## config.mk

```make
export PLATFORM = sky130hd
export DESIGN_NAME = conv3x3_engine_flat
export DESIGN_NICKNAME = d
export VERILOG_FILES = /design/src/rtl/conv3x3_engine_if.sv /design/src/rtl/conv3x3_engine.sv /design/src/flat_wrapper.sv
export SDC_FILE = /design/constraint.sdc
export NUM_CORES = 1
export LEC_CHECK = 0
export ABC_AREA = 1
export CAP_MARGIN = 10
export CORE_MARGIN = 3
export CORE_UTILIZATION = 58
export CTS_CLUSTER_SIZE = 14
export DETAILED_ROUTE_END_ITERATION = 12
export GPL_ROUTABILITY_DRIVEN = 0
export MAX_ROUTING_LAYER = met4
export PLACE_DENSITY = 0.84
export SYNTH_ARGS = -nofsm -noshare
export SYNTH_HDL_FRONTEND = slang
export SYNTH_SLANG_ARGS = --single-unit
```

## constraint.sdc

```tcl
create_clock -name clk -period 15.5 [get_ports clk]
set_input_delay 3.1 -clock clk [delete_from_list [all_inputs] [get_ports clk]]
set_output_delay 3.1 -clock clk [all_outputs]
set_load 0.01 [all_outputs]
```

## src/rtl/conv3x3_engine_if.sv

```systemverilog
// Result stream interface for conv3x3_engine: valid/ready handshake plus payload.
interface conv3x3_engine_if #(
    parameter int unsigned W = 4
) ();
    localparam int unsigned ACC_W = W + 4;

    logic                    out_valid;
    logic                    out_ready;
    logic signed [ACC_W-1:0] out_data;
    logic [1:0]              out_row;
    logic [1:0]              out_col;
    logic                    out_last;

    modport master (
        output out_valid,
        output out_data,
        output out_row,
        output out_col,
        output out_last,
        input  out_ready
    );

    modport slave (
        input  out_valid,
        input  out_data,
        input  out_row,
        input  out_col,
        input  out_last,
        output out_ready
    );
endinterface

```

## src/rtl/conv3x3_engine.sv

```systemverilog
// Sequential 3x3 binary-image convolution: 6x6 image, 4x4 outputs, one MAC per cycle.
// Optional feature macro: CONV_RELU_EN (clamp negative results to zero on output).
module conv3x3_engine #(
    parameter int unsigned W = 4
) (
    input  logic              clk,
    input  logic              rst_n,
    input  logic              start,
    input  logic [35:0]       img_in,
    input  logic [9*W-1:0]    kern_in,
    output logic              busy,
    output logic              done,
    conv3x3_engine_if.master  o_out
);
    localparam int unsigned ACC_W  = W + 4;
    localparam int unsigned KERN_W = 9 * W;

    localparam logic [1:0] S_IDLE = 2'd0;
    localparam logic [1:0] S_MAC  = 2'd1;
    localparam logic [1:0] S_OUT  = 2'd2;

    logic [1:0]              r_state, w_state_nxt;
    logic [35:0]             r_img, w_img_nxt;
    logic [KERN_W-1:0]       r_kern, w_kern_nxt;
    logic [3:0]              r_pos, w_pos_nxt;
    logic [3:0]              r_k, w_k_nxt;
    logic signed [ACC_W-1:0] r_acc, w_acc_nxt;
    logic signed [ACC_W-1:0] r_data, w_data_nxt;
    logic                    r_valid, w_valid_nxt;
    logic                    r_last, w_last_nxt;
    logic                    r_busy, w_busy_nxt;
    logic                    r_done, w_done_nxt;

    logic [1:0]              w_kr, w_kc;
    logic [2:0]              w_pr, w_pc;
    logic [5:0]              w_pix_idx;
    logic                    w_pix;
    logic signed [W-1:0]     w_wt;
    logic signed [ACC_W-1:0] w_tap, w_sum, w_res;

    // Current tap: locate the image pixel and kernel weight, form the partial sum
    always_comb begin
        w_kr      = 2'(r_k / 4'd3);
        w_kc      = 2'(r_k % 4'd3);
        w_pr      = 3'(r_pos[3:2]) + 3'(w_kr);
        w_pc      = 3'(r_pos[1:0]) + 3'(w_kc);
        w_pix_idx = 6'(w_pr) * 6'd6 + 6'(w_pc);
        w_pix     = r_img[w_pix_idx];
        w_wt      = r_kern[W*32'(r_k) +: W];
        w_tap     = w_pix ? ACC_W'(w_wt) : '0;
        w_sum     = r_acc + w_tap;
`ifdef CONV_RELU_EN
        w_res     = w_sum[ACC_W-1] ? '0 : w_sum;
`else
        w_res     = w_sum;
`endif
    end

    // Next-state and next-output logic for IDLE -> MAC -> OUT sequencing
    always_comb begin
        w_state_nxt = r_state;
        w_img_nxt   = r_img;
        w_kern_nxt  = r_kern;
        w_pos_nxt   = r_pos;
        w_k_nxt     = r_k;
        w_acc_nxt   = r_acc;
        w_data_nxt  = r_data;
        w_valid_nxt = r_valid;
        w_last_nxt  = r_last;
        w_busy_nxt  = r_busy;
        w_done_nxt  = 1'b0;

        case (r_state)
            S_IDLE: begin
                if (start) begin
                    w_img_nxt   = img_in;
                    w_kern_nxt  = kern_in;
                    w_pos_nxt   = 4'd0;
                    w_k_nxt     = 4'd0;
                    w_acc_nxt   = '0;
                    w_busy_nxt  = 1'b1;
                    w_state_nxt = S_MAC;
                end
            end
            S_MAC: begin
                w_acc_nxt = w_sum;
                if (r_k == 4'd8) begin
                    w_data_nxt  = w_res;
                    w_valid_nxt = 1'b1;
                    w_last_nxt  = (r_pos == 4'd15);
                    w_state_nxt = S_OUT;
                end else begin
                    w_k_nxt = 4'(r_k + 4'd1);
                end
            end
            S_OUT: begin
                if (r_valid && o_out.out_ready) begin
                    w_valid_nxt = 1'b0;
                    w_last_nxt  = 1'b0;
                    if (r_pos == 4'd15) begin
                        w_busy_nxt  = 1'b0;
                        w_done_nxt  = 1'b1;
                        w_state_nxt = S_IDLE;
                    end else begin
                        w_pos_nxt   = 4'(r_pos + 4'd1);
                        w_k_nxt     = 4'd0;
                        w_acc_nxt   = '0;
                        w_state_nxt = S_MAC;
                    end
                end
            end
            default: begin
                w_valid_nxt = 1'b0;
                w_last_nxt  = 1'b0;
                w_busy_nxt  = 1'b0;
                w_state_nxt = S_IDLE;
            end
        endcase
    end

    // State and datapath registers; reset discards any partial frame
    always_ff @(posedge clk or negedge rst_n) begin
        if (!rst_n) begin
            r_state <= S_IDLE;
            r_img   <= '0;
            r_kern  <= '0;
            r_pos   <= '0;
            r_k     <= '0;
            r_acc   <= '0;
            r_data  <= '0;
            r_valid <= 1'b0;
            r_last  <= 1'b0;
            r_busy  <= 1'b0;
            r_done  <= 1'b0;
        end else begin
            r_state <= w_state_nxt;
            r_img   <= w_img_nxt;
            r_kern  <= w_kern_nxt;
            r_pos   <= w_pos_nxt;
            r_k     <= w_k_nxt;
            r_acc   <= w_acc_nxt;
            r_data  <= w_data_nxt;
            r_valid <= w_valid_nxt;
            r_last  <= w_last_nxt;
            r_busy  <= w_busy_nxt;
            r_done  <= w_done_nxt;
        end
    end

    assign o_out.out_valid = r_valid;
    assign o_out.out_data  = r_data;
    assign o_out.out_row   = r_pos[3:2];
    assign o_out.out_col   = r_pos[1:0];
    assign o_out.out_last  = r_last;
    assign busy            = r_busy;
    assign done            = r_done;
endmodule
```

## src/flat_wrapper.sv

```systemverilog
// flat-port wrapper written by rule: the top's interface ports become plain ports
module conv3x3_engine_flat 
#(
    parameter int unsigned W = 4
)
  (clk, rst_n, start, img_in, kern_in, busy, done, o_out_out_valid, o_out_out_data, o_out_out_row, o_out_out_col, o_out_out_last, o_out_out_ready);
  conv3x3_engine_if #(.W(W)) o_out_i ();
  input  logic clk;
  input  logic rst_n;
  input  logic start;
  input  logic [35:0] img_in;
  input  logic [9*W-1:0] kern_in;
  output logic busy;
  output logic done;
  output wire logic [$bits(o_out_i.out_valid)-1:0] o_out_out_valid;
  output wire logic [$bits(o_out_i.out_data)-1:0] o_out_out_data;
  output wire logic [$bits(o_out_i.out_row)-1:0] o_out_out_row;
  output wire logic [$bits(o_out_i.out_col)-1:0] o_out_out_col;
  output wire logic [$bits(o_out_i.out_last)-1:0] o_out_out_last;
  input wire logic [$bits(o_out_i.out_ready)-1:0] o_out_out_ready;
  assign o_out_out_valid = o_out_i.out_valid;
  assign o_out_out_data = o_out_i.out_data;
  assign o_out_out_row = o_out_i.out_row;
  assign o_out_out_col = o_out_i.out_col;
  assign o_out_out_last = o_out_i.out_last;
  assign o_out_i.out_ready = o_out_out_ready;
  conv3x3_engine #(.W(W)) u_core (.clk(clk), .rst_n(rst_n), .start(start), .img_in(img_in), .kern_in(kern_in), .busy(busy), .done(done), .o_out(o_out_i));
endmodule
```

==> flow_summary.json <==
{
  "status": "complete, no violations",
  "cts_tree": "done",
  "worst_setup_path_end_kind": "flip-flop",
  "cts.sinks": 102,
  "die_y_um": 103,
  "postSynthCellCount": 725,
  "antenna_found_initial": 0,
  "hold_buffers": 0,
  "viasPerCell": 5.47,
  "r2r_start": "u_core.r_k[0]",
  "insertion_delay_ns": 0.36,
  "hold_path_end": "u_core.r_img[26]",
  "cp.required_ns": 15.77,
  "setup_violations": 0,
  "path_max_fanout": 22,
  "slew_headroom_pct": 24.1,
  "fp.dieArea_sq_um": 10700,
  "synth-seq-cells": 102,
  "skew_ns": 0.00793,
  "first_pass_iters": 5,
  "hp-start": "u_core.r_img[26]",
  "slew_violations": 0,
  "gr-total-overflow": 0,
  "netlist_area_sq_um": 5480,
  "ios": 92,
  "final-seq-area_sq_um": 2550,
  "fillCellCount": 698,
  "synth_edf_count": 0,
  "dr_total_vias": 5014,
  "cap_violations": 0,
  "tightest_slew_ns": 1.14,
  "setup_tns_ns": 0,
  "post_cts_resized": 0,
  "grt_pass1_vias": 4886,
  "htreeDepth": 3,
  "drtIter0Drc": 425,
  "area_growth_pct": 20.3,
  "grt_max_degree": 75,
  "timing.rr.end": "u_core.o_out.out_data[7]",
  "layout_worst_path_cycle_share_pct": 42.7,
  "async_flop_share_pct": 100,
  "core_area_sq_um": 8930,
  "ys_warn_count": 0,
  "drive_above_1_share_pct": 4.46,
  "dieWidth_um": 103,
  "routed_wl_um": 12700,
  "worstHoldPathCells": 2,
  "grt_first_pass_wirelength_um": 21700,
  "detail-route-antenna-nets": 0,
  "multi_input_area_sq_um": 2590,
  "num_rows": 34,
  "cts_buffers": 9,
  "grtUsageTotal_pct": 26.4,
  "initial_core_util_pct": 61.4,
  "crit_start": "u_core.r_k[0]",
  "nNetsFinal": 902,
  "synth.distinct_cells": 41,
  "r2r_slack_ns": 8.88,
  "cpPeakStageDelay_ns": 0.76,
  "hold_viol_final": 0,
  "period_needed_ns": 6.62,
  "crit_top_cell": "nand2_1",
  "antennaDiodeCount": 0,
  "clk_path_buf_depth": 2,
  "startpoint_type": "flip-flop",
  "synth_flop_cell": "dfrtp_1",
  "ff2ff_path_depth": 34,
  "crit_type": "reg -> reg",
  "post_cts_buffers": 0,
  "wl_per_cell_um": 13.9,
  "cts_root_buffer": "clkbuf_8",
  "portBuffers": 91,
  "syn-num-nets": 823,
  "drc_errors": 0,
  "dp_hpwl_um": 9410,
  "synth_seq_area_share_pct": 46.5,
  "worst_path_max_delay_cell": "dfrtp_1",
  "postSynthAreaPerCell_sq_um": 7.56,
  "max_freq_ghz": 0.151,
  "critPathArrivalTime_ns": 6.89,
  "rsz0062_at_grt": "no",
  "hold_path_class": "reg -> reg",
  "path_clk_slew_ns": 0.10
}
-- final cells by class --
| class | count | share of cell area (%) |
|---|---|---|
| multi-input cells | 543 | 39.3 |
| clock buffers | 9 | 1.88 |
| inverters | 55 | 3.28 |
| clock inverters | 6 | 0.816 |
| repair buffers | 93 | 14.0 |
| flip-flops and latches | 102 | 38.7 |
| well taps | 108 | 2.05 |
-- layer usage --
layer  track usage [%]  wire [um]  vias to the layer above
li1                  -          -                     2431
met1              34.0       5470                     2365
met2              41.4       6200                      177
met3              5.03        697                       41
met4              10.2        346                        0
met5                 -          0                        -
-- sequential cells by signal (all words and copies together) (netlist names) --
name / flops
u_core.r_state: 2
u_core.r_pos: 4
u_core.r_kern: 36
u_core.done: 1
u_core.r_acc: 8
u_core.o_out.out_valid: 1
u_core.r_k: 4
u_core.r_img: 36
u_core.o_out.out_last: 1
u_core.busy: 1
u_core.o_out.out_data: 8
-- stage by stage --
stage	cell area (sq um)	utilization [%]	std cells	hold WS, ns	setup WS (ns)
2_1_floorplan	5480	-	725	0.437	9.86
6_report	6600	73.8	916	0.485	8.88
3_5_place_dp	6420	71.8	901	0.459	8.94
5_1_grt	6600	73.8	916	0.499	8.23
4_1_cts	6600	73.8	916	0.485	8.92
3_3_place_gp	6420	71.8	901	0.454	9.40
-- critical path: cells and delay by family (launching register included) --
family / cells / cell delay, ns
AOI/OAI and AO/OA: 3 / 0.70
xor gates and xnor gates: 1 / 0.19
adders and majority gates: 6 / 2.21
buffers and inverters: 6 / 0.92
DFF: 1 / 0.76
and+or+nand+nor: 18 / 1.74
-- cells in the mapped netlist (2+ instances only) --
cell type  count  area, sq um
xor2_1         7         61.3
nand2_4        2         22.5
fa_1           4         80.1
o22ai_1        5         31.3
clkbuf_1      16         60.1
a221o_1        2         20.0
nand4_1        5         31.3
inv_2          2         7.51
nor2_2         4         25.0
inv_1         51          191
o21ai_1        3         15.0
o21ai_0       33          165
nand2_1      346         1300
a21oi_1       12         60.1
nor2_1        38          143
dfrtp_1      102         2550
xnor2_1        3         26.3
buf_8          2         30.0
nand3_1       44          220
ha_1          18          225
nor3_1         3         15.0
buf_1          2         7.51
buf_2          3         15.0
-- cell families after synthesis --
family	after synthesis	share of synthesized area (%)
adder cells (fa/ha/maj)	22	5.57
AND/OR/NAND/NOR	447	32.9
XOR/XNOR	11	1.89
AO/OA/AOI/OAI	62	6.59
flip-flops	102	46.5
buffers and inverters	80	6.34
multiplexers	1	0.183
-- worst max path at each step --
stage | to | slack, ns
final | u_core.o_out.out_data[7] | 8.88
after global routing | u_core.o_out.out_data[7] | 8.23
after CTS | u_core.o_out.out_data[7] | 8.92
after detailed placement | u_core.r_acc[7] | 8.94
after global placement | u_core.o_out.out_data[7] | 9.40
after floorplan | u_core.o_out.out_data[7] | 9.86
-- layout by cell type, fill, tap and decap left out, drive strengths merged, types with 3 or more instances in the layout --
cell,Yosys,final
nand2,349,349
nor2,42,42
o21ai,37,37
nand3,46,46
o22ai,6,6
buf,9,3
ha,18,18
fa,4,4
nand4,5,5
a21oi,12,12
clkbuf,16,9
nor3,3,3
inv,55,58
dfrtp,102,102
xor2,8,8
xnor2,3,3
clkdlybuf4s50,0,90
Power is not shown: default switching activity piles up to over one toggle a cycle in this logic, so the estimate is an artifact.
